## config.mk

```make
export PLATFORM = sky130hd
export DESIGN_NAME = inst_fetch_queue
export DESIGN_NICKNAME = d
export VERILOG_FILES = /design/src/rtl/inst_fetch_queue.sv
export SDC_FILE = /design/constraint.sdc
export NUM_CORES = 1
export LEC_CHECK = 0
export BUFFER_PORTS_ARGS = -buffer_cell sky130_fd_sc_hd__buf_4
export CORE_ASPECT_RATIO = 0.6
export CORE_MARGIN = 2
export CORE_UTILIZATION = 54
export CTS_BUF_LIST = sky130_fd_sc_hd__clkbuf_8
export CTS_CLUSTER_SIZE = 12
export DETAILED_ROUTE_END_ITERATION = 10
export GPL_ROUTABILITY_DRIVEN = 0
export PLACE_DENSITY = 0.87
export SLEW_MARGIN = 20
export SYNTH_ARGS = -nofsm -noshare
export SYNTH_HDL_FRONTEND = slang
export SYNTH_SLANG_ARGS = --single-unit
```

## constraint.sdc

```tcl
create_clock -name clk -period 2.7 [get_ports clk]
set_input_delay 0.27 -clock clk [delete_from_list [all_inputs] [get_ports clk]]
set_output_delay 0.27 -clock clk [all_outputs]
set_load 0.01 [all_outputs]
```

## src/rtl/inst_fetch_queue.sv

```systemverilog
// Instruction fetch queue: a small circular buffer of {pc, inst} pairs between fetch and decode.
// Flush empties the queue, hold freezes it, and the decode side reads the head without a bypass.
module inst_fetch_queue #(
   parameter int          DEPTH = 4,
   parameter int          PTR_W = 2,
   parameter logic [31:0] NOP   = 32'h13
) (
   input  logic             clk,
   input  logic             rst_n,
   input  logic             in_valid,
   input  logic [31:0]      in_pc,
   input  logic [31:0]      in_inst,
   output logic             in_allow,
   input  logic             flush,
   input  logic             hold,
   output logic             out_valid,
   output logic [31:0]      out_pc,
   output logic [31:0]      out_inst,
   input  logic             out_ready,
   output logic [PTR_W:0]   count
);

   localparam logic [PTR_W:0] FULL = (PTR_W+1)'(DEPTH);

   logic [31:0]      pc_mem_q   [DEPTH];
   logic [31:0]      inst_mem_q [DEPTH];
   logic [PTR_W-1:0] wr_ptr_q, wr_ptr_d;
   logic [PTR_W-1:0] rd_ptr_q, rd_ptr_d;
   logic [PTR_W:0]   count_q, count_d;
   logic             push, pop;

   // in_allow looks only at local state and hold, so decode never reaches back into fetch.
   assign in_allow  = (count_q != FULL) & ~hold;
   assign out_valid = (count_q != '0);
   assign out_pc    = out_valid ? pc_mem_q[rd_ptr_q]   : 32'h0;
   assign out_inst  = out_valid ? inst_mem_q[rd_ptr_q] : NOP;
   assign count     = count_q;

   assign push = in_valid  & in_allow  & ~hold & ~flush;
   assign pop  = out_valid & out_ready & ~hold & ~flush;

   always_comb begin
      wr_ptr_d = wr_ptr_q;
      rd_ptr_d = rd_ptr_q;
      count_d  = count_q;
      if (flush) begin
         wr_ptr_d = '0;
         rd_ptr_d = '0;
         count_d  = '0;
      end else begin
         if (push) wr_ptr_d = wr_ptr_q + 1'b1;
         if (pop)  rd_ptr_d = rd_ptr_q + 1'b1;
         if (push && !pop)      count_d = count_q + 1'b1;
         else if (pop && !push) count_d = count_q - 1'b1;
      end
   end

   always_ff @(posedge clk or negedge rst_n) begin
      if (!rst_n) begin
         wr_ptr_q <= '0;
         rd_ptr_q <= '0;
         count_q  <= '0;
      end else begin
         wr_ptr_q <= wr_ptr_d;
         rd_ptr_q <= rd_ptr_d;
         count_q  <= count_d;
      end
   end

   // Storage carries no reset; count gates what is ever presented.
   always_ff @(posedge clk) begin
      if (push) begin
         pc_mem_q[wr_ptr_q]   <= in_pc;
         inst_mem_q[wr_ptr_q] <= in_inst;
      end
   end

endmodule

```

# --- Word-level counts from Yosys, hierarchy flattened ---
# Memories as Yosys holds them, arrays and structs flattened.
# Cells that the tools add are included.
totals:
  regBits: 7
  latchBits: 0
  ram_bits: 256
  mem_bits_ro: 0
  in_bits: 70
  output_inout_bits: 69
  wordCells: 38
  memories: 2
memory_table:
  columns: ["memory", "words", "width", "read_ports", "rd_ports_with_merged_regs", "wr", "line_no", "rtl"]
  rows:
  - ["inst_mem_q", 4, 32, 1, 0, 1, "26", "logic [31:0] inst_mem_q [DEPTH];"]
  - ["pc_mem_q", 4, 32, 1, 0, 1, "25", "logic [31:0] pc_mem_q [DEPTH];"]
classes:
  n_addsub: 4
  n_mul: 0
  n_div: 0
  magnitude_cmp: 0
  n_eq_ne: 1
  shift: 0
  muxes: 11
  bitwise: 9
  n_reduce_logical: 8
ops:
  columns: ["operator", "count"]
  rows:
  - ["32-bit 2-to-1 mux", 2]
  - ["3-bit 2-to-1 mux", 3]
  - ["2-bit 2-to-1 mux", 4]
  - ["1-bit bitwise AND", 7]
  - ["3-bit nonzero test", 2]
  - ["2-bit by 1-bit adder with 2-bit output, second input constant", 2]
  - ["2-bit nonzero test", 2]
  - ["3-bit by 1-bit adder with 3-bit output, second input constant", 1]
  - ["3-bit inequality test, second input constant", 1]
  - ["3-bit by 1-bit subtractor with 3-bit output, second input constant", 1]
  - ["1-bit logical AND", 2]
  - ["1-bit zero test", 2]
  - ["1-bit 2-to-1 mux", 2]
  - ["1-bit inverter", 2]

# --- Depth between registers and ports, before layout ---
# Gate-level depths: netlist of run 1.
logic_depth:
  word_depth: 10
  mapped_depth: 9
  mapped_depth_nobuf: 9

# --- Worst setup path after synthesis of run 1 ---
# OpenSTA, ideal clock, no wires.
synth_timing:
  path_kind: "register to register"
  start: "register count_q[0] (netlist: count[0])"
  end: "memory inst_mem_q[0][0], enable pin"
  setup_ps: 429
  arrival_time_ps: 2589
  t_required_ps: 2271
  path_slack_ps: -318
  stages_incl_launch_ff: 5
  path_buffers: 0
  period_less_slack_ps: 3018
  path_cell_list: "dfrtp_1 -> nor2_1 -> a21oi_2 -> nor2b_1 -> and2_1"
synth_between:
  elab_chain_cells: 7
synth_lines:
  columns: ["item", "line_no", "rtl"]
  rows:
  - ["start, declared", "29", "logic [PTR_W:0] count_q, count_d;"]
  - ["start signal, assigned", "66", "count_q <= count_d;"]
  - ["3-bit inequality test", "33", "assign in_allow = (count_q != FULL) & ~hold;"]
  - ["1-bit bitwise AND", "33", null]
  - ["1-bit bitwise AND (3 in series)", "39", "assign push = in_valid & in_allow & ~hold & ~flush;"]
  - ["1-bit 2-to-1 mux", "72", "if (push) begin"]
  - ["1-bit 2-to-1 mux (implied by the code)", "74", "inst_mem_q[wr_ptr_q] <= in_inst;"]
  - ["end, declared", "26", null]
# No other way between the ends.

# --- Worst setup path in the final report of run 1 ---
layout_timing:
  start: "register rd_ptr_q[0]"
  end: "output out_inst[30]"
layout_between:
  elab_chain_cells: 2
layout_lines:
  columns: ["item", "line_no", "rtl"]
  rows:
  - ["start, declared", "28", "logic [PTR_W-1:0] rd_ptr_q, rd_ptr_d;"]
  - ["start signal, assigned", "65", "rd_ptr_q <= rd_ptr_d;"]
  - ["memory read 4 x 32 bit", null, null]
  - ["32-bit 2-to-1 mux", "36", "assign out_inst = out_valid ? inst_mem_q[rd_ptr_q] : NOP;"]
  - ["end, declared", "18", "output logic [31:0] out_inst,"]
# No other way between the ends.

==> results.txt, run 1 <==
status: completed
Synth Instances: 463
router iterations before antenna repair: 5
first-pass GRT wire length: 32600 um
leakage power: 4.52 nW
Mean Syn Cell Area: 22.0 um2
# clock sinks: 263
Starting Density: 0.558
die footprint: 0.0200 mm2
I/O Buffers: 138
synthesized cell area: 0.0102 mm2
crit share post-route: 0.927
ys async rst share: 0.0266
CP Data Arrival Time: 2.23 ns
Final setup viols: 0
sequential fraction of the synthesis area: 0.771
Setup CP Type: flop to primary output
EDFF count, synth: 256
DR iter-0 viols: 471
Yosys cell types: 35
Yosys top cell area share: 0.754
dpl hpwl: 12500 um
Max-cap violations: 0
DR DRC count: 0
dominant cells by area after synthesis: edfxtp_1, mux4_2, and2_1
multi-input logic area: 0.00219 mm2
crit path time final: 2.50 ns
ys flop type: edfxtp_1
Worst Max-Slew Pin Slew: 0.442 ns
relative slew slack: 0.706
share of layout cells above drive strength 1: 0.378
largest net degree at the start of global routing: 41
# rows: 38
Vias/cell: 5.65
R2R depth: 7
Root Driver: clkbuf_8
HP Class: input pin to flop
Worst-path clk slew: 0.06 ns
flops & latches, synth: 263
worst-case clock buffer depth: 3
Die X: 181 um
DP Cell Count: 833
Top-Level Pins: 139
PD cells: 693 mW/mm2
RSZ-0062 raised after global routing: no
Core ar.: 0.0183 mm2
peak supply drop: 0.497 mV
synth warn: 0
GRT Util Overall: 0.214
number of global-route vias before repair: 5747
register area: 0.00787 mm2
vias after detailed routing: 5472
post-DR wirelength/cell: 21.8 um
Worst Skew: 0.0113 ns
Hold Vio Cnt, Final: 0
Startpoint Class: flop
Die Y: 110 um
setup TNS: 0 ns
Syn Nets: 538
Yosys top cell by area: edfxtp_1
CP required: 2.43 ns
CP endpoint kind: primary output
H-tree levels: 2
max-slew violations: 0
final std cells w/o fill: 968
Commonest cells post-synth: edfxtp_1, and2_1, mux4_2
initial antenna violation count: 2
cell with the most instances after synthesis: edfxtp_1
ANT nets after route: 0
number of nets in the final layout: 775
routed wire length: 21100 um
GR Overflow Total: 0
clk_lat worst skew: 0.51 ns
Hold Crit Depth: 3
Peak Freq: 0.400 GHz
worst-path fanout max: 10
TritonCTS Buffers: 37
CTS tree: built
utilization after layout: 0.713
Syn-to-layout area delta: 27.6%
fillers: 1065
-- worst max-delay path, stage by stage, from the launching register on --
cell	delay, ns
dfrtp_4	0.56
buf_4	0.29
mux4_2	0.54
and2_1	0.19
buf_4	0.14
-- area by class of cell --
| cell class | instances | share of cell area |
|---|---|---|
| clock buffer | 39 | 0.0412 |
| tap | 240 | 0.0231 |
| clock inverter | 27 | 0.0125 |
| sequential | 263 | 0.605 |
| antenna | 1 | 0.000192 |
| multi-input combinational | 173 | 0.169 |
| inverter | 5 | 0.00144 |
| timing repair buffer | 220 | 0.148 |
-- flip-flops by register name (all words and copies together) (netlist names) --
name / count
inst_mem_q: 128
pc_mem_q: 128
count: 3
rd_ptr_q: 2
wr_ptr_q: 2
-- final timing paths --
| check | from | endpoint | slack, ns |
|---|---|---|---|
| min in group asynchronous | rst_n | wr_ptr_q[0] | 0.11 |
| worst min-delay path | hold | count[2] | 0.09 |
| max in group asynchronous | rst_n | rd_ptr_q[0] | 2.45 |
| worst max-delay path | rd_ptr_q[0] | out_inst[30] | 0.20 |
| worst max register to register | count[0] | count[1] | 0.26 |
| worst min register to register | wr_ptr_q[1] | wr_ptr_q[1] | 0.64 |
-- per-layer routing --
layer  share of wire  wire, um  up-vias  global-route usage
li1                -         -     2352                   -
met1            0.43      9140     2838               0.313
met2            0.47      9970      260               0.330
met3           0.085      1780       20              0.0594
met4          0.0084       178        2              0.0434
met5         0.00062        13        -                   0
-- per-stage QoR --
stage               power [W]  worst slack (ns)  cell area (um2)  hold slack [ns]
floorplan             0.00536             0.379            10200          -0.0256
global placement      0.00602             0.485            11600           0.0890
global route          0.00936            0.0993            13000           0.0647
detailed placement    0.00605             0.363            11600           0.0918
CTS                   0.00907            0.0757            13000           0.0477
finish                0.00902             0.198            13000           0.0863
-- where the power goes --
part	leakage, nW	switching, W	internal, W	total [W]
Sequential	2.40	0.0000510	0.00456	0.00461
Combinational	1.72	0.000700	0.000757	0.00146
Clock	0.401	0.00143	0.00153	0.00296
Total	4.52	0.00218	0.00685	0.00902
-- kinds of logic (layout without fill, tap and decap cells) --
logic type | count (synthesis) | in the layout | share of synthesized area
muxes | 67 | 67 | 0.144
and+or+nand+nor | 88 | 88 | 0.0525
adders and majority gates | 5 | 5 | 0.00687
AOI/OAI and AO/OA | 9 | 9 | 0.00638
xor gates and xnor gates | 4 | 4 | 0.00344
buffers and inverters | 27 | 291 | 0.0152
other | 0 | 1 | 0
DFF | 263 | 263 | 0.771
-- cells in the final DEF, fill, tap and decap left out, types with 2 or more instances in the layout --
| cell | n |
|---|---|
| nor2b_1 | 2 |
| and2_1 | 61 |
| clkinv_2 | 4 |
| edfxtp_1 | 256 |
| xnor2_1 | 4 |
| dlygate4sd3_1 | 66 |
| inv_1 | 16 |
| clkinv_1 | 8 |
| dfrtp_1 | 5 |
| buf_4 | 145 |
| bufinv_16 | 2 |
| a21oi_1 | 2 |
| mux2i_1 | 2 |
| mux4_2 | 64 |
| buf_12 | 9 |
| ha_1 | 4 |
| or2_1 | 3 |
| nand2b_1 | 2 |
| nand3_1 | 2 |
| clkbuf_8 | 39 |
| and2_4 | 4 |
| o21ai_0 | 2 |
| nor2_1 | 7 |
-- timing repair --
action | CTS | global route
hold buffers | 66 | 0
hold endpoints to repair | 270 | 0
gates resized for setup | 0 | 1
endpoints found under the setup margin | 1 | 3
setup buffers | 2 | 0
No activity file was read; power rests on OpenSTA's default activity.
==> run 2: changes to the inputs <==
==> constraint.sdc (replaced) <==
create_clock -name clk -period 2.7 [get_ports clk]
set_input_delay 0.27 -clock clk [delete_from_list [all_inputs] [get_ports clk]]
set_output_delay 0.27 -clock clk [all_outputs]
set_load 0.02 [all_outputs]
==> results.txt, run 2 (synthesis gave the netlist of run 1 again) <==
CP required: 2.43 ns
Post-CTS Resized: 0
first-pass GRT wire length: 32800 um
Worst Skew: 0.0167 ns
leakage power: 4.55 nW
crit path time final: 2.59 ns
reg-to-reg startpoint: count[0]
fin area: 0.0131 mm2
share of layout cells above drive strength 1: 0.378
TritonCTS Buffers: 38
Die X: 181 um
GR Overflow Total: 0
worst-case clock buffer depth: 3
DR DRC count: 0
HP Class: input pin to flop
Core ar.: 0.0183 mm2
Startpoint Class: flop
number of nets in the final layout: 779
largest net degree at the start of global routing: 49
most frequent cells in the layout: edfxtp_1, buf_4, dlygate4sd3_1, mux4_2, and2_1
Tot Pwr: 0.00918 W
Setup CP Type: flop to primary output
Vias/cell: 5.53
routed wire length: 21200 um
# clock sinks: 263
die footprint: 0.0200 mm2
relative slew slack: 0.687
peak supply drop: 0.423 mV
I/O Buffers: 138
crit share post-route: 0.961
Worst-path clk slew: 0.07 ns
Max-cap violations: 0
dpl hpwl: 12900 um
Top-Level Pins: 139
RSZ-0062 raised after global routing: no
PD cells: 703 mW/mm2
GRT Util Overall: 0.215
CTS tree: built
Root Driver: clkbuf_8
Syn-to-layout area delta: 28.0%
CP startpoint: count[1]
post-DR wirelength/cell: 21.8 um
hold path start: hold
status: completed
worst-path fanout max: 48
number of global-route vias before repair: 5809
# rows: 38
vias after detailed routing: 5378
setup TNS: 0 ns
ANT nets after route: 0
CP Data Arrival Time: 2.32 ns
placed cell area: 0.0117 mm2
max-slew violations: 0
Worst Max-Slew Pin Slew: 0.467 ns
CP endpoint kind: primary output
commonest non-fill, non-tap cell in the layout: edfxtp_1
Peak Freq: 0.386 GHz
DR iter-0 viols: 701
Hold Vio Cnt, Final: 0
initial antenna violation count: 4
utilization after layout: 0.715
Die Y: 110 um
Starting Density: 0.558
H-tree levels: 2
router iterations before antenna repair: 5
Final setup viols: 0
clk_lat worst skew: 0.51 ns
-- run 2: cell count changes in the layout (fill, tap and decap cells not counted) --
cell	before	now
inv_1	16	22
clkinv_2	4	0
inv_6	0	1
nor3_2	0	1
clkbuf_8	39	38
clkinvlp_4	1	3
buf_12	9	11
clkinv_1	8	5
buf_4	145	146
nor3_4	1	0
-- run 2: report_power, final --
part,switching (W),internal (W)
Clock,0.00144,0.00151
Sequential,0.0000416,0.00456
Combinational,0.000856,0.000766
Total,0.00234,0.00683
-- run 2: final timing paths --
| path | slack (ns) | cells past startpoint | endpoint |
|---|---|---|---|
| max in group asynchronous | 2.45 | 2 | rd_ptr_q[0] |
| worst min-delay path | 0.06 | 3 | count[2] |
| worst max register to register | 0.27 | 5 | pc_mem_q[3][27] |
| min in group asynchronous | 0.10 | 2 | count[2] |
| worst max-delay path | 0.11 | 5 | out_inst[18] |
| worst min register to register | 0.60 | 2 | wr_ptr_q[1] |
-- run 2: cell type report --
cell class	instances	area, um2
antenna	1	2.50
clock buffer	38	523
clock inverter	29	178
fill	1063	5200
inverter	5	18.8
multi-input combinational	173	2190
sequential	263	7870
tap	240	300
timing repair buffer	223	1980
-- run 2: routing by layer --
metal	global-route usage	up-vias	wire (um)
li1	-	2353	-
met1	0.320	2770	9380
met2	0.330	226	10100
met3	0.0551	25	1530
met4	0.0369	4	200
met5	0	-	24
-- run 2: per-stage QoR --
stage	worst slack, ns	cells	hold WS, ns
finish	0.106	972	0.0604
global route	0.00209	972	0.0464
detailed placement	0.359	836	0.0951
CTS	0.0231	969	0.0400
global placement	0.478	836	0.0893
floorplan	0.302	463	-0.0256
-- run 2: worst max-delay path, stage by stage, from the launching register on --
cell	delay, ns
dfrtp_1	0.47
nor3_2	0.46
inv_2	0.25
buf_12	0.23
and2_1	0.20
buf_4	0.16
-- run 2: what timing repair did --
item | 4_1_cts | 5_1_grt
endpoints found under the setup margin | 0 | 8
buffers inserted | 0 | 2
endpoints found under the hold margin | 270 | 0
hold buffers | 66 | 0
